<file path="src/rtl/uart_pkg.sv">
// uart_pkg
//   Shared definitions for the UART receive path (and its uart_tx peer):
//   receive FSM state encodings, line levels of the 8N1-style framing, and
//   the mid-bit sampling point helper.
package uart_pkg;

    typedef enum logic [2:0] {
        ST_IDLE  = 3'd0,
        ST_START = 3'd1,
        ST_DATA  = 3'd2,
        ST_STOP  = 3'd3,
        ST_BREAK = 3'd4
    } uart_state_t;

    localparam logic LINE_IDLE   = 1'b1;
    localparam logic START_LEVEL = 1'b0;
    localparam logic STOP_LEVEL  = 1'b1;

    // Last timer value of the half-cell wait in START (integer division),
    // so the start bit is re-checked at its midpoint.
    function automatic int half_bit_last(input int clks_per_bit);
        return (clks_per_bit / 2) - 1;
    endfunction

endpackage

</file>
<file path="src/rtl/sync_fifo.sv">
// sync_fifo
//   Single-clock first-word-fall-through FIFO. head_data always shows
//   mem[rd_ptr]; a push into a full FIFO is dropped (overflow pulse the
//   following cycle) unless a pop happens on the same edge.
// Ports
//   clock, reset         clock, asynchronous active-high reset
//   push, push_data      write request and word
//   pop                  read request (ignored when empty)
//   head_data            oldest stored word
//   full, empty, count   occupancy status
//   overflow             registered 1-cycle pulse when a push was dropped
module sync_fifo #(
    parameter int WIDTH = 8,
    parameter int DEPTH = 16    // power of two, >= 2
) (
    input  logic                     clock,
    input  logic                     reset,
    input  logic                     push,
    input  logic [WIDTH-1:0]         push_data,
    input  logic                     pop,
    output logic [WIDTH-1:0]         head_data,
    output logic                     full,
    output logic                     empty,
    output logic [$clog2(DEPTH):0]   count,
    output logic                     overflow
);

    localparam int AW = $clog2(DEPTH);
    localparam int CW = AW + 1;
    localparam logic [CW-1:0] COUNT_FULL = CW'(DEPTH);

    logic [WIDTH-1:0] mem_r [DEPTH];
    logic [AW-1:0]    wr_ptr_r;
    logic [AW-1:0]    rd_ptr_r;
    logic [CW-1:0]    count_r;
    logic             overflow_r;

    logic             pop_ok_s;
    logic             push_ok_s;
    logic             drop_s;
    logic [CW-1:0]    count_n;

    assign pop_ok_s  = pop && (count_r != '0);
    // A full FIFO still accepts a push when a pop frees the slot on the same edge.
    assign push_ok_s = push && ((count_r != COUNT_FULL) || pop_ok_s);
    assign drop_s    = push && !push_ok_s;

    // Occupancy update from the accepted push/pop combination.
    always_comb begin
        count_n = count_r;
        case ({push_ok_s, pop_ok_s})
            2'b10:   count_n = count_r + CW'(1);
            2'b01:   count_n = count_r - CW'(1);
            default: count_n = count_r;
        endcase
    end

    // Storage, pointers, occupancy and overflow pulse register.
    always_ff @(posedge clock or posedge reset) begin
        if (reset) begin
            for (int i = 0; i < DEPTH; i++) begin
                mem_r[i] <= '0;
            end
            wr_ptr_r   <= '0;
            rd_ptr_r   <= '0;
            count_r    <= '0;
            overflow_r <= 1'b0;
        end else begin
            if (push_ok_s) begin
                mem_r[wr_ptr_r] <= push_data;
                wr_ptr_r        <= wr_ptr_r + AW'(1);
            end
            if (pop_ok_s) begin
                rd_ptr_r <= rd_ptr_r + AW'(1);
            end
            count_r    <= count_n;
            overflow_r <= drop_s;
        end
    end

    assign head_data = mem_r[rd_ptr_r];
    assign full      = (count_r == COUNT_FULL);
    assign empty     = (count_r == '0);
    assign count     = count_r;
    assign overflow  = overflow_r;

endmodule

</file>
<file path="src/rtl/uart_rx.sv">
// uart_rx
//   Asynchronous serial receiver (idle-high line, LSB first, WORDBITS data
//   bits, STOPBITS stop bits). rxIn is double-flopped, the start bit is
//   re-checked at mid-cell, each data/stop bit is sampled mid-cell, and good
//   words are queued in a sync_fifo with a valid/ready pop interface.
// Ports
//   clock, reset   system clock, asynchronous active-high reset
//   rxIn           serial line (asynchronous to clock)
//   rxData         FIFO head word, valid while rxValid=1
//   rxValid        FIFO non-empty
//   rxReady        consumer pop strobe (pop on rxValid & rxReady)
//   frameError     1-cycle pulse: a stop bit was sampled low
//   overflow       1-cycle pulse: received word dropped, FIFO full
//   busy           receiver is inside a frame (state != IDLE)
module uart_rx
    import uart_pkg::*;
#(
    parameter int CLKS_PER_BIT        = 139,
    parameter int WORDBITS            = 8,
    parameter int STOPBITS            = 1,
    parameter int OUTPUT_BUFFER_DEPTH = 16
) (
    input  logic                clock,
    input  logic                reset,
    input  logic                rxIn,
    output logic [WORDBITS-1:0] rxData,
    output logic                rxValid,
    input  logic                rxReady,
    output logic                frameError,
    output logic                overflow,
    output logic                busy
);

    localparam int TW = $clog2(CLKS_PER_BIT);
    localparam int BW = $clog2(WORDBITS) + 1;
    localparam int IW = (WORDBITS > 1) ? $clog2(WORDBITS) : 1;

    localparam logic [TW-1:0] BIT_LAST  = TW'(CLKS_PER_BIT - 1);
    localparam logic [TW-1:0] HALF_LAST = TW'(half_bit_last(CLKS_PER_BIT));
    localparam logic [BW-1:0] WORD_LAST = BW'(WORDBITS - 1);
    localparam logic          STOP_LAST = 1'(STOPBITS - 1);

    logic [1:0]          sync_r;
    logic                rx_s;

    uart_state_t         state_r,    state_n;
    logic [TW-1:0]       timer_r,    timer_n;
    logic [BW-1:0]       bit_idx_r,  bit_idx_n;
    logic                stop_idx_r, stop_idx_n;
    logic [WORDBITS-1:0] shift_r,    shift_n;
    logic                push_s;
    logic                frame_err_s;
    logic                frame_err_r;

    logic                fifo_full_s;
    logic                fifo_empty_s;
    logic [$clog2(OUTPUT_BUFFER_DEPTH):0] fifo_count_s;

    // Two-flop synchroniser; resets to the idle line level.
    always_ff @(posedge clock or posedge reset) begin
        if (reset) begin
            sync_r <= {LINE_IDLE, LINE_IDLE};
        end else begin
            sync_r <= {sync_r[0], rxIn};
        end
    end

    assign rx_s = sync_r[1];

    // Receive FSM next-state, bit timer, data shift and push/error strobes.
    always_comb begin
        state_n     = state_r;
        timer_n     = timer_r;
        bit_idx_n   = bit_idx_r;
        stop_idx_n  = stop_idx_r;
        shift_n     = shift_r;
        push_s      = 1'b0;
        frame_err_s = 1'b0;

        case (state_r)
            ST_IDLE: begin
                if (rx_s == START_LEVEL) begin
                    state_n = ST_START;
                    timer_n = '0;
                end else begin
                    state_n = ST_IDLE;
                end
            end

            ST_START: begin
                if (timer_r == HALF_LAST) begin
                    timer_n = '0;
                    if (rx_s == START_LEVEL) begin
                        state_n   = ST_DATA;
                        bit_idx_n = '0;
                    end else begin
                        // Line went back high before mid-cell: treat as a glitch.
                        state_n = ST_IDLE;
                    end
                end else begin
                    timer_n = timer_r + TW'(1);
                end
            end

            ST_DATA: begin
                if (timer_r == BIT_LAST) begin
                    timer_n                  = '0;
                    shift_n[bit_idx_r[IW-1:0]] = rx_s;
                    if (bit_idx_r == WORD_LAST) begin
                        state_n    = ST_STOP;
                        stop_idx_n = 1'b0;
                    end else begin
                        bit_idx_n = bit_idx_r + BW'(1);
                    end
                end else begin
                    timer_n = timer_r + TW'(1);
                end
            end

            ST_STOP: begin
                if (timer_r == BIT_LAST) begin
                    timer_n = '0;
                    if (rx_s == STOP_LEVEL) begin
                        if (stop_idx_r == STOP_LAST) begin
                            // Leave mid-stop-bit so a start bit right after it is caught.
                            push_s  = 1'b1;
                            state_n = ST_IDLE;
                        end else begin
                            stop_idx_n = 1'b1;
                        end
                    end else begin
                        frame_err_s = 1'b1;
                        state_n     = ST_BREAK;
                    end
                end else begin
                    timer_n = timer_r + TW'(1);
                end
            end

            ST_BREAK: begin
                // Hold off until the line returns high so a long low never frames.
                if (rx_s == LINE_IDLE) begin
                    state_n = ST_IDLE;
                end else begin
                    state_n = ST_BREAK;
                end
            end

            default: begin
                state_n = ST_IDLE;
            end
        endcase
    end

    // Receive FSM and datapath registers.
    always_ff @(posedge clock or posedge reset) begin
        if (reset) begin
            state_r     <= ST_IDLE;
            timer_r     <= '0;
            bit_idx_r   <= '0;
            stop_idx_r  <= 1'b0;
            shift_r     <= '0;
            frame_err_r <= 1'b0;
        end else begin
            state_r     <= state_n;
            timer_r     <= timer_n;
            bit_idx_r   <= bit_idx_n;
            stop_idx_r  <= stop_idx_n;
            shift_r     <= shift_n;
            frame_err_r <= frame_err_s;
        end
    end

    // Word is presented on the same edge as the final stop sample.
    sync_fifo #(
        .WIDTH (WORDBITS),
        .DEPTH (OUTPUT_BUFFER_DEPTH)
    ) u_fifo (
        .clock     (clock),
        .reset     (reset),
        .push      (push_s),
        .push_data (shift_n),
        .pop       (rxReady),
        .head_data (rxData),
        .full      (fifo_full_s),
        .empty     (fifo_empty_s),
        .count     (fifo_count_s),
        .overflow  (overflow)
    );

    assign rxValid    = !fifo_empty_s;
    assign frameError = frame_err_r;
    assign busy       = (state_r != ST_IDLE);

endmodule

</file>
<file path="config.mk">
export PLATFORM = sky130hd
export DESIGN_NAME = uart_rx
export DESIGN_NICKNAME = d
export VERILOG_FILES = /design/src/rtl/uart_pkg.sv /design/src/rtl/sync_fifo.sv /design/src/rtl/uart_rx.sv
export SDC_FILE = /design/constraint.sdc
export NUM_CORES = 1
export LEC_CHECK = 0
export CAP_MARGIN = 20
export CORE_MARGIN = 2
export CORE_UTILIZATION = 50
export DETAILED_ROUTE_END_ITERATION = 10
export DONT_BUFFER_PORTS = 1
export SLEW_MARGIN = 15
export SYNTH_ARGS = -nofsm -noshare
export SYNTH_HDL_FRONTEND = slang
export SYNTH_HIERARCHICAL = 1
export SYNTH_SLANG_ARGS = --single-unit
</file>
<file path="constraint.sdc">
create_clock -name clock -period 5.9 [get_ports clock]
set_clock_uncertainty 0.15 [all_clocks]
set_input_delay 0.295 -clock clock [delete_from_list [all_inputs] [get_ports clock]]
set_output_delay 0.295 -clock clock [all_outputs]
set_load 0.02 [all_outputs]
</file>
==> metrics.md <==
| Metric | Value |
|---|---|
| Core Rows | `47` |
| Worst Path Arrival | `3.89 ns` |
| Total GRT Usage | `a little over a fifth` |
| TNS Setup | `0 ns` |
| Initial Util | `about half` |
| # nets final | `just under 600` |
| Period utilisation layout | `between 60% and 70%` |
| Normalized max-slew margin | `46.0%` |
| Die X | `about 130 µm` |
| H-tree depth | `4` |
| Per-cell routed wire length | `roughly 21 µm` |
| Setup crit end kind | `flip-flop` |
| Most used cell, CP | `ha_1` |
| Commonest non-fill, non-tap cells in the layout | `165 x dfrtp_1, 103 x mux2_2, 40 x mux4_2` |
| Final wirelength | `~17,000 µm` |
| Static Leak | `~4.3 nW` |
| Max-cap viol count | `0` |
| Largest net degree at the start of global routing | `a little over 90` |
| DRT iter0 DRCs | `276` |
| TritonCTS sink count | `between 150 and 200` |
| Worst path slowest cell | `nor4bb_1` |
| Fmax | `270 MHz` |
| Flop-to-flop setup slack | `about 2.2 ns` |
| Unrepaired setup endpoints after global routing | `no` |
| TritonRoute pass-1 iters | `4` |
| Worst r2r src | `timer_r[0]` |
| Via count | `roughly 4,700` |
| Worst vdd ir | `~0.22 mV` |
| Hpwl dp | `11,000 µm` |
| Via count of the first global-routing pass | `4,894` |
| Max clock buf depth | `2` |
| Reg2reg path depth | `13` |
| Cts bufs inserted | `17` |
| Post-Synthesis Cells | `581` |
| P&R area growth vs syn | `9.58%` |
| Antenna Nets Post-Route | `0` |
| Mapped Area | `8330 µm²` |
| Placed insts | `around 770` |
| Antenna Cells | `0` |
| Routability cong. | `just over 0.8` |
| Die Y | `133 µm` |
| Highest metal used | `met4` |
| Crit Path Class | `reg2reg` |
| Share of layout cells above drive strength 1 | `around 42%` |
| Latest clock arrival within the worst-skew pair | `about 0.42 ns` |
| Port Buf Inserts | `0` |
| Critical Path Max Stage Delay | `0.42 ns` |
| Critical path required time | `a little over 6 ns` |
| Die area | `approximately 18,000 µm²` |
| Grt total ovfl | `0` |
| TritonCTS clock tree | `built` |
| Status | `finished, final reports clean` |
| Finished Layout Cells | `807` |
| CP bufs+invs | `2` |
| Vias/cell | `5.77` |
| Antenna violations before repair | `0` |
| # hold bufs at CTS | `3` |
| Critical-path cell list | `inv_1 > ha_1 > nor4bb_1 > nand2_1 > nor3_1 > buf_4 > nor2_1 > ha_1 > nor2b_1 > o21a_1 > or2_2 > o31a_1 > o211ai_1` |
| Final min period | `3.70 ns` |
| Area of the core | `between 15,000 and 20,000 µm²` |
| CTS root buffer | `clkbuf_16` |
| Reg-to-reg endpoint | `u_fifo/count[4]` |
| Worst Tran Pin Value | `0.810 ns` |
| Fin. Hold Viols | `0` |
| Hold path depth | `3` |
| Cell family with the largest share of critical-path delay | `simple AND/OR/NAND/NOR gates` |
| Hold path startpoint | `rxReady` |
| Max Slew Vio Count | `0` |
| Cell area power density | `308 nW/µm²` |
| WL met3 | `about 600 µm` |
| DRC viols | `0` |
| First-pass GRT wire length | `~28,000 µm` |
| PostCTS Resize Cnt | `0` |
| Wl on met1 | `7880 µm` |
| Path type of the worst min-delay path | `in2reg` |
| Syn Area/Cell | `around 14 µm²` |
| Syn_nets | `approximately 600` |
| Met2 Routed Length | `about 8400 µm` |
| Commonest non-fill, non-tap cell in the layout | `dfrtp_1` |
| Clk pin slew, worst setup/hold paths | `about 0.060 ns` |
| IO Count | `16` |
| Postcts setup bufs | `0` |
| Critical Path Source Type | `flip-flop` |
| Worst Hold End | `u_fifo/count[3]` |
| Warnings from Yosys | `6` |
| Final setup viols | `0` |
| Critical path peak fanout | `13` |
[how the worst max path moves through the flow]
stage | from | slack, ns | endpoint | cells after the start
floorplan | reset | 1.65 | u_fifo/count[0] | 1
global placement | timer_r[0] | 2.31 | u_fifo/mem_r[107] | 10
detailed placement | timer_r[0] | 2.21 | u_fifo/mem_r[111] | 10
CTS | timer_r[0] | 2.20 | u_fifo/mem_r[104] | 10
global route | timer_r[0] | 1.88 | u_fifo/count[4] | 13
finish | timer_r[0] | 2.20 | u_fifo/count[4] | 13
[per-layer routing]
layer	vias up	GRT usage [%]
li1	2122	-
met1	2465	27.8
met2	53	34.2
met3	16	4.98
met4	0	6.63
met5	-	0
[power breakdown]
group | leakage (nW) | total (mW) | internal [mW] | switching [mW]
Clock | 0.265 | 1.09 | 0.632 | 0.454
Combinational | 1.68 | 0.451 | 0.206 | 0.245
Sequential | 2.31 | 1.28 | 1.19 | 0.0898
Total | 4.25 | 2.81 | 2.02 | 0.789
[worst reg2reg max path, stage by stage (launching register included)]
cell      delay, ns
dfrtp_1        0.41
inv_1          0.13
ha_1           0.15
nor4bb_1       0.42
nand2_1        0.33
nor3_1         0.27
buf_4          0.24
nor2_1         0.16
ha_1           0.36
nor2b_1        0.15
o21a_1         0.17
or2_2          0.29
o31a_1         0.24
o211ai_1       0.15
[sequential cells by signal (all words and copies together) (netlist names)]
register / flops
sync_r: 2
frameError: 1
shift_r: 8
u_fifo/count: 5
u_fifo/mem_r: 128
timer_r: 8
state_r: 3
u_fifo/rd_ptr_r: 4
u_fifo/wr_ptr_r: 4
bit_idx_r: 4
u_fifo/overflow: 1
[metrics by stage]
step	hold WS [ns]	util (%)	setup slack, ns	instance area, µm²	total power, mW
2_1_floorplan	0.149	-	1.65	8330	1.64
3_3_place_gp	0.150	51.8	2.31	8500	1.74
3_5_place_dp	0.150	51.8	2.21	8500	1.75
4_1_cts	0.0394	55.5	2.20	9100	2.85
5_1_grt	0.0903	55.6	1.88	9130	2.95
6_report	0.0521	55.6	2.20	9130	2.81
[cell type report]
class	count	area, µm²
clock buffer	20	447
clock inverter	11	125
fill	1324	7280
inverter	16	65.1
multi-input combinational	361	3900
sequential	168	4210
tap	220	275
timing repair buffer	11	110
No activity file was read; power rests on OpenSTA's default activity.
